## src/rtl/bypass_pipe.sv

```systemverilog
// Purpose : tracks register writes in flight through stages E..W and forwards the youngest ready result to each read port.
// Latency : forwarding mux and stall are combinational; the stage tracker advances one stage per clk.
// Backpress: stall asks decode to hold when the youngest matching write is not ready yet; a bubble enters stage 1 meanwhile.
module bypass_pipe #(
    parameter int WIDTH = 32,
    parameter int AW    = 5,
    parameter int DEPTH = 3,
    parameter int NRD   = 2,
    parameter int SW    = 2
) (
    input  logic                   clk,
    input  logic                   reset,
    input  logic                   iss_valid,
    input  logic [AW-1:0]          iss_dst,
    input  logic [SW-1:0]          iss_lat,
    input  logic                   flush,
    input  logic [NRD*AW-1:0]      rd_addr,
    input  logic [NRD*WIDTH-1:0]   rf_data,
    input  logic [DEPTH*WIDTH-1:0] stg_data,
    output logic [NRD*WIDTH-1:0]   rd_data,
    output logic [NRD*SW-1:0]      rd_sel,
    output logic                   stall,
    output logic [DEPTH-1:0]       stg_valid
);

    // Largest countdown that still lets the result become ready before it retires.
    localparam logic [SW-1:0] MAX_CNT = SW'(DEPTH - 1);

    // Index 0 is stage 1 (E), index DEPTH-1 is stage DEPTH (W).
    logic [DEPTH-1:0]         r_vld;
    logic [DEPTH-1:0][AW-1:0] r_dst;
    logic [DEPTH-1:0][SW-1:0] r_cnt;

    logic                     w_load;
    logic [SW-1:0]            w_lat;
    logic [DEPTH-1:0][SW-1:0] w_cnt_dec;
    logic [NRD-1:0]           w_hit;
    logic [NRD-1:0]           w_stall_req;

    // Decide what enters stage 1: a tracked write only when decode really advances and the target is not x0.
    always_comb begin
        w_load = iss_valid && !stall && !flush && (iss_dst != '0);
        w_lat  = (iss_lat > MAX_CNT) ? MAX_CNT : iss_lat;
    end

    // Saturating countdown applied as each entry moves to the next stage.
    always_comb begin
        w_cnt_dec = '0;
        for (int k = 0; k < DEPTH; k++) begin
            w_cnt_dec[k] = (r_cnt[k] == '0) ? '0 : (r_cnt[k] - SW'(1));
        end
    end

    // Stage tracker: shifts every cycle with no hold; the entry leaving stage DEPTH is dropped.
    always_ff @(posedge clk or negedge reset) begin
        if (!reset) begin
            r_vld <= '0;
            r_dst <= '0;
            r_cnt <= '0;
        end else begin
            r_vld[0] <= w_load;
            r_dst[0] <= w_load ? iss_dst : '0;
            r_cnt[0] <= w_load ? w_lat : '0;
            for (int k = 1; k < DEPTH; k++) begin
                r_vld[k] <= r_vld[k-1];
                r_dst[k] <= r_dst[k-1];
                r_cnt[k] <= w_cnt_dec[k-1];
            end
        end
    end

    // Per-port forwarding: the youngest matching stage wins; if it is not ready, read the RF and request a stall.
    always_comb begin
        rd_data     = rf_data;
        rd_sel      = '0;
        w_hit       = '0;
        w_stall_req = '0;
        for (int p = 0; p < NRD; p++) begin
            for (int k = 0; k < DEPTH; k++) begin
                if (!w_hit[p] && r_vld[k] && (rd_addr[p*AW +: AW] != '0)
                        && (r_dst[k] == rd_addr[p*AW +: AW])) begin
                    w_hit[p] = 1'b1;
                    if (r_cnt[k] == '0) begin
                        rd_sel[p*SW +: SW]       = SW'(k + 1);
                        rd_data[p*WIDTH +: WIDTH] = stg_data[k*WIDTH +: WIDTH];
                    end else begin
                        w_stall_req[p] = 1'b1;
                    end
                end
            end
        end
    end

    // Any port waiting on an unready producer holds decode; deliberately not qualified by iss_valid.
    always_comb begin
        stall     = |w_stall_req;
        stg_valid = r_vld;
    end

endmodule

```

## config.mk

```make
export PLATFORM = sky130hd
export DESIGN_NAME = bypass_pipe
export DESIGN_NICKNAME = d
export VERILOG_FILES = /design/src/rtl/bypass_pipe.sv
export SDC_FILE = /design/constraint.sdc
export NUM_CORES = 1
export LEC_CHECK = 0
export ABC_AREA = 1
export BUFFER_PORTS_ARGS = -buffer_cell sky130_fd_sc_hd__buf_2
export CAP_MARGIN = 30
export CELL_PAD_IN_SITES_DETAIL_PLACEMENT = 1
export CELL_PAD_IN_SITES_GLOBAL_PLACEMENT = 1
export CORE_ASPECT_RATIO = 1.5
export CORE_MARGIN = 2
export CORE_UTILIZATION = 24
export DETAILED_ROUTE_END_ITERATION = 8
export PLACE_DENSITY_LB_ADDON = 0.15
export SYNTH_ARGS = -nofsm -noshare
export SYNTH_HDL_FRONTEND = slang
export SYNTH_SLANG_ARGS = --single-unit
export TNS_END_PERCENT = 50
```

## constraint.sdc

```tcl
create_clock -name clk -period 1.55 [get_ports clk]
set_input_delay 0.0775 -clock clk [delete_from_list [all_inputs] [get_ports clk]]
set_output_delay 0.0775 -clock clk [all_outputs]
set_load 0.01 [all_outputs]
```

After elaboration in Yosys (flattened, before gate mapping). Cells that the tools add are included.

$add $sub $neg: 2. Order comparisons: 1. Eq/ne operators: 6. Multiplexer cells: 43. Reduce and logical (&&, ||, !) cells: 32.

Operators with widths (count): 32-bit two-way mux (12); 5-bit equality test (6); 2-bit two-way mux (13); 1-bit logical AND (19); 1-bit two-way mux (17); 5-bit nonzero test (3); 1-bit logical NOT (6); 2-bit logical NOT (3); 5-bit two-way mux (1); 2-bit by 1-bit subtractor with 2-bit output, second input constant (2); 2-bit > comparator, second input constant (1); 2-bit OR reduction (1).

Register bits: 24. Bits of input ports: 181. Output and inout bits: 72. Word-level logic and storage cells: 91.

Longest topological paths before layout. Gate-level depths: netlist (run 1).

Word-level depth: 20. Mapped depth: 13.

Worst setup path after synthesis (run 1). No wires, ideal clock.

Kind: register -> output. From: register r_dst[1] in the netlist's numbering. To: output rd_data[0]. Arrival: 1.504 ns. Data required time: 1.472 ns. Path slack: -0.032 ns. Stages on the path, launching flop included: 11. Path buffers: 2. Path through: dfrtp_1 inv_1 nand2_1 nand3_1 nor2_1 nand3_2 buf_4 nand3_4 buf_4 o21ai_0 o21ai_0.

Word-level cells in the longest chain between the ends: 13. Elaborated cells between the ends (all ways): 17. Classes of those cells: 1 x eq/ne; 7 x mux; 9 x reduce/logical.

Ends and longest elaborated chain: from (decl) (RTL line 31) `logic [DEPTH-1:0][AW-1:0] r_dst;`; from (signal, indexed assignment) (RTL line 66) `r_dst[k] <= r_dst[k-1];`; 5-bit equality test * (RTL line 81) `&& (r_dst[k] == rd_addr[p*AW +: AW])) begin`; 1-bit logical AND * (RTL line 81); 1-bit two-way mux (RTL line 80) `if (!w_hit[p] && r_vld[k] && (rd_addr[p*AW +: AW] != '0)`; 1-bit logical NOT (RTL line 80); 1-bit logical AND (2 in series) (RTL line 80); 1-bit logical AND (RTL line 81); 1-bit two-way mux (RTL line 80); 1-bit logical NOT (RTL line 80); 1-bit logical AND (2 in series) (RTL line 80); 1-bit logical AND (RTL line 81); 32-bit two-way mux * (RTL line 80); to (decl) (RTL line 20) `output logic [NRD*WIDTH-1:0] rd_data,`.

Mark *: on every way between the ends. The rest lies on a longest branch, timed or not.

Final worst setup path (run 1).
From: register r_dst[14] in the netlist's numbering. To: output rd_data[18].

Word-level cells in the longest chain between the ends: 3.

Ends and longest elaborated chain (RTL line): 5-bit equality test (81); 1-bit logical AND (81); 32-bit two-way mux (80).

No other way between the ends.

==> impl_metrics.tcl, run 1 <==
set metrics [dict create \
    outcome "complete, but fails checks" \
    violations "setup timing" \
    fill_cells 2297 \
    place.detailed.hpwl_um 17520 \
    ir_worst_vdd_mv 0.6500 \
    hp-class "input port to flop" \
    setup_viol 77 \
    avgRoutedWirePerCell_um 18.02 \
    numCtsBuffers 3 \
    fin_skew_ps 1.287 \
    arrival_ps 2110 \
    synth_seq_cells 24 \
    cts_tree "yes" \
    start_util_pct 24.54 \
    drt_iter0_markers 223 \
    leakage_nw 3.752 \
    clk_path_buf_depth 2 \
    grt_max_degree 34 \
    power_density_nw_per_um2 372.2 \
    num_vias 6093 \
    crit_path_start_kind "flop" \
    cts_root_buf "clkbuf_16" \
    power.total_mw 2.468 \
    drive_above_1_share_pct 43.42 \
    yosys.area_share.xor_xnor_pct 0 \
    die_width_um 109.0 \
    rr_worst_depth 12 \
    worst_pin_slew_ps 534.0 \
    stdcell_area_um2 6631 \
    dpl.cell_count 1229 \
    clock_latency_ps 260 \
    overflow 0 \
    synth_fa_ha_area_share_pct 0 \
    chipHeight_um 161.6 \
    hold_viol 0 \
    rsz0062_at_grt "yes" \
    postSynthAreaPerCell_um2 5.290 \
    syn_inst 751 \
    gp_congestion 0.8857 \
    crit_type "flop to output pin" \
    drtPass1Iterations 4 \
    place_area_um2 5881 \
    slew_violations 0 \
    drc 0 \
    grt_use_total_pct 23.81 \
    fin_cells 1262 \
    worstPathMaxFanout 10 \
    multi_input_area_um2 3067 \
    fin_hold_ws_ps 32.16 \
    h-tree-depth 1 \
    synth_warnings 0 \
    slew_headroom_pct 64.40 \
    vias_per_cell 4.828 \
    clk_pin_slew_ps 60 \
    grt_pass1_vias 6229 \
    wirelength_um 22740 \
    whs_path_depth 3 \
    syn-num-nets 932 \
    finalCritPeriodShare_pct 141.0 \
    max_cap_violations 0 \
    yosysSeqAreaShare_pct 15.12 \
    clock.fmax_mhz 457.7 \
    seqCellArea_um2 601.8 \
    rows 57 \
    coreArea_um2 16190 \
    dieArea_um2 17620 \
    yosys.area_share.simple_pct 47.72 \
    final.min_clock_period_ps 2185 \
    fin_tns_setup_ps -41670 \
    syn_area_um2 3973 \
    ant_nets 0 \
    antenna_found_initial 6 \
    worst_slack_ps -635.0 \
    synth_compound_area_share_pct 23.21 \
    nNetsFinal 1230 \
    synth_mux_area_share_pct 0 \
    required_ps 1470 \
    synth_top_family_by_area "simple AND/OR/NAND/NOR gates" \
    syn2layout_area_growth_pct 66.93 \
    grt_pass1_wl_um 32760 \
    synth.distinct_cells 25 \
    cts.sinks 24 \
    portBuffers 252 \
    io_pins 253 \
    cp-end-kind "output pin" \
]
==> final timing paths <==
path	slack, ps	to	start
worst max-delay path	-630	rd_data[18]	r_dst[14]
worst min register to register	450	r_dst[6]	r_dst[1]
max in group asynchronous	840	r_dst[1]	reset
min in group asynchronous	320	r_cnt[0]	reset
worst max register to register	-380	r_cnt[0]	r_dst[2]
worst min-delay path	30	r_dst[0]	iss_dst[0]
==> report_power, final <==
part | internal [mW] | switching [mW] | leakage (nW)
Combinational | 0.532 | 0.650 | 3.39
Sequential | 0.649 | 0.0233 | 0.322
Clock | 0.395 | 0.218 | 0.0442
Total | 1.58 | 0.892 | 3.75
==> layer usage <==
| metal | vias to the layer above | GRT usage (%) | share of wire, % |
|---|---|---|---|
| met4 | 0 | 8.217 | 3.2 |
| met3 | 42 | 3.793 | 6.1 |
| li1 | 2983 | - | - |
| met1 | 2874 | 24.36 | 35 |
| met5 | - | 0 | 0 |
| met2 | 194 | 46.98 | 56 |
==> final cells by class <==
class	instances	area share, %
multi-input cells	604	46.25
repair buffers	334	34.34
flip-flops and latches	24	9.075
inverters	82	4.811
well taps	206	3.887
clock buffers	4	1.340
diodes	8	0.3019
==> repair_timing <==
action | CTS | global route
endpoints found under the hold margin | 24 | 0
gates cloned | 2 | 6
buffers inserted | 8 | 5
pin swaps | 26 | 31
hold buffers | 1 | 0
setup endpoints to repair | 77 | 77
resized for setup | 46 | 67
==> logic make-up after synthesis <==
logic type | Yosys count
simple gates | 450
compound gates | 154
buf+inv | 123
flops | 24
==> flip-flops by register name, summed over array words and instances, names as in the netlist <==
name,flops
r_dst,15
r_cnt,6
stg_valid,3
==> layout by cell type, fill, tap and decap left out, types with 2 or more instances in the layout <==
cell         n
nand2_1    273
buf_2      248
nor2_1      82
inv_1       59
o21ai_0     53
o21ai_1     51
buf_4       47
dfrtp_1     23
nand2_2     20
nand3_1     20
nand3_2     19
inv_2       18
buf_12      16
o211ai_1    14
o211ai_2    14
buf_6       14
a21oi_1     13
nor2_2      12
nor2_4      10
diode_2      8
clkbuf_16    8
nand2_4      6
o21ai_2      6
nand3_4      4
inv_4        3
a21oi_2      2
nand4_1      2
buf_16       2
==> synth_stat cells, drive strengths merged <==
cell    count  area (µm²)
dfrtp      24       600.6
o211ai     28       280.3
buf        26       188.9
nand4       3       25.02
nor2      104       405.4
nand3      43       322.8
o21ai     110       550.5
a21oi      16       91.34
nand3b      1       7.510
nand2     299        1135
clkinv      1       3.750
clkbuf     15       57.55
inv        81       304.0
==> critical path, cell delays in order, from the launching register on <==
cell and delay, ps:
dfrtp_1 360, inv_1 60, nand2_1 50, nand2_1 60, nor2_2 160, nand2_1 100
nor2_2 100, nand3_2 100, nor2_4 130, inv_4 90, buf_12 130, clkbuf_16 150
o211ai_1 100, nand2_1 90, buf_2 160
==> stage by stage <==
stage / setup WS, ps / util (%)
global route: -749.1 / 40.90
detailed placement: -422.4 / 36.32
global placement: -412.5 / 36.32
finish: -635.0 / 40.96
floorplan: -3.659 / -
CTS: -576.3 / 38.42
(Power assumes the default switching activity.)
==> inputs of run 2 (changes only) <==
--- a/config.mk
+++ b/config.mk
@@ -12,7 +12,8 @@
 export CELL_PAD_IN_SITES_GLOBAL_PLACEMENT = 1
 export CORE_ASPECT_RATIO = 1.5
 export CORE_MARGIN = 2
-export CORE_UTILIZATION = 24
+export CORE_UTILIZATION = 25
+export CTS_BUF_LIST = sky130_fd_sc_hd__clkbuf_4 sky130_fd_sc_hd__clkbuf_8
 export DETAILED_ROUTE_END_ITERATION = 8
 export PLACE_DENSITY_LB_ADDON = 0.15
 export SYNTH_ARGS = -nofsm -noshare
==> impl_metrics.tcl, run 2 (same netlist as run 1, synthesis figures left out) <==
set metrics [dict create \
    crit_type "flop to output pin" \
    final_util_pct 44.41 \
    mostFrequentLayoutCell "nand2_1" \
    path_buf_inv 3 \
    final.min_clock_period_ps 2209 \
    fin_skew_ps 2.708 \
    drt_iter0_markers 291 \
    clock_latency_ps 270 \
    crit_path_max_incr_delay_ps 430 \
    start_util_pct 25.42 \
    cp-end-kind "output pin" \
    final_cell_mix "259 x nand2_1, 243 x buf_2, 78 x nor2_1" \
    vias_per_cell 4.886 \
    ir_worst_vdd_mv 0.6255 \
    coreArea_um2 15630 \
    grt_pass1_vias 6300 \
    drtPass1Iterations 5 \
    cpMostUsedCell "nand2_1" \
    cts_root_buf "clkbuf_8" \
    crit_chain "nand2_1 -> nand2_1 -> nand3b_1 -> nor2_4 -> nand3_4 -> buf_4 -> buf_6 -> o211ai_1 -> nand2_1 -> buf_2" \
    outcome "complete, but fails checks" \
    cts_tree "yes" \
    rrSetupSlack_ps -410 \
    clk_pin_slew_ps 80 \
    avgRoutedWirePerCell_um 17.75 \
    worstPathMaxFanout 8 \
    hold_viol 0 \
    portBuffers 252 \
    slew_violations 0 \
    cp_slowest_cell "dfrtp_1" \
    grt_pass1_wl_um 32740 \
    h-tree-depth 1 \
    num_vias 6230 \
    grt_use_total_pct 24.72 \
    die_width_um 106.9 \
    fin_cells 1275 \
    gp_congestion 0.9153 \
    violations "setup timing" \
    setup_viol 77 \
    largest_register_ffs 15 \
    clk_path_buf_depth 2 \
    ant_nets 0 \
    chipHeight_um 158.4 \
    hp-class "input port to flop" \
    wirelength_um 22630 \
    max_cap_violations 0 \
    crit_path_start_kind "flop" \
    arrival_ps 2130 \
    rows 56 \
    worst_slack_ps -658.9 \
    clock.fmax_mhz 452.7 \
    place.detailed.hpwl_um 17190 \
    dpl.cell_count 1226 \
    drc 0 \
    cts.sinks 24 \
    io_pins 253 \
    top_register "r_dst" \
    finalCritPeriodShare_pct 142.5 \
    worst_pin_slew_ps 543.0 \
    power_density_nw_per_um2 327.8 \
    dieArea_um2 16940 \
    overflow 0 \
    slew_headroom_pct 63.80 \
    drive_above_1_share_pct 46.94 \
    antenna_found_initial 10 \
    required_ps 1470 \
    leakage_nw 3.862 \
    crit_family "simple AND/OR/NAND/NOR gates" \
    syn2layout_area_growth_pct 74.68 \
    rsz0062_at_grt "yes" \
    grt_max_degree 33 \
    numCtsBuffers 3 \
    nNetsFinal 1244 \
]
-- run 2: final timing paths --
| check | start | endpoint | cells after the start |
|---|---|---|---|
| max in group asynchronous | reset | r_dst[5] | 2 |
| max | r_dst[6] | rd_data[28] | 10 |
| min in group asynchronous | reset | r_cnt[0] | 2 |
| min reg2reg | r_dst[7] | r_dst[12] | 0 |
| min | iss_dst[1] | r_dst[1] | 3 |
| max reg2reg | r_dst[6] | r_dst[2] | 14 |
-- run 2: per-layer routing --
metal	part of all wire [%]	GRT usage [%]	wire length, µm
met1	36	26.55	8088
met2	54	47.62	12270
met3	6.3	2.824	1423
met4	3.8	11.50	854
met5	0	0	0
-- run 2: final cells by class --
type / instances / area [µm²]
inverter: 82 / 325.3
clock buffer: 3 / 41.29
multi-input combinational: 604 / 3184
timing repair buffer: 348 / 2505
sequential: 24 / 601.8
fill: 2202 / 8686
antenna: 11 / 27.53
tap: 203 / 254.0
-- run 2: tightest hold or removal path, cell delays in order --
cell,delay [ps]
buf_2,110
inv_1,40
nor2_1,30
-- run 2: metrics by stage --
| stage | instance area [µm²] | hold WS (ps) | worst slack, ps | total power, mW | setup TNS [ps] |
|---|---|---|---|---|---|
| floorplan | 3975 | -218.1 | -3.659 | 1.175 | -14.64 |
| global placement | 5889 | 89.64 | -466.5 | 1.755 | -22290 |
| detailed placement | 5889 | 94.38 | -458.8 | 1.765 | -26330 |
| CTS | 6450 | 13.93 | -638.9 | 2.223 | -41780 |
| global route | 6934 | 17.10 | -784.8 | 2.444 | -53290 |
| finish | 6939 | 21.35 | -658.9 | 2.274 | -42800 |
-- run 2: repair_timing --
action                                 CTS  global route
endpoints found under the hold margin   24             0
resized for setup                       85           106
setup buffers                           16             9
setup endpoints to repair               77            77
pin swaps                               27            29
gates cloned                             3             6
hold buffers                             1             0
-- run 2: power by group --
part | leakage [nW] | switching [mW] | internal [mW] | total (mW)
registers | 0.322 | 0.0233 | 0.648 | 0.672
clock network | 0.0216 | 0.196 | 0.174 | 0.370
logic | 3.52 | 0.671 | 0.561 | 1.23
total | 3.86 | 0.891 | 1.38 | 2.27
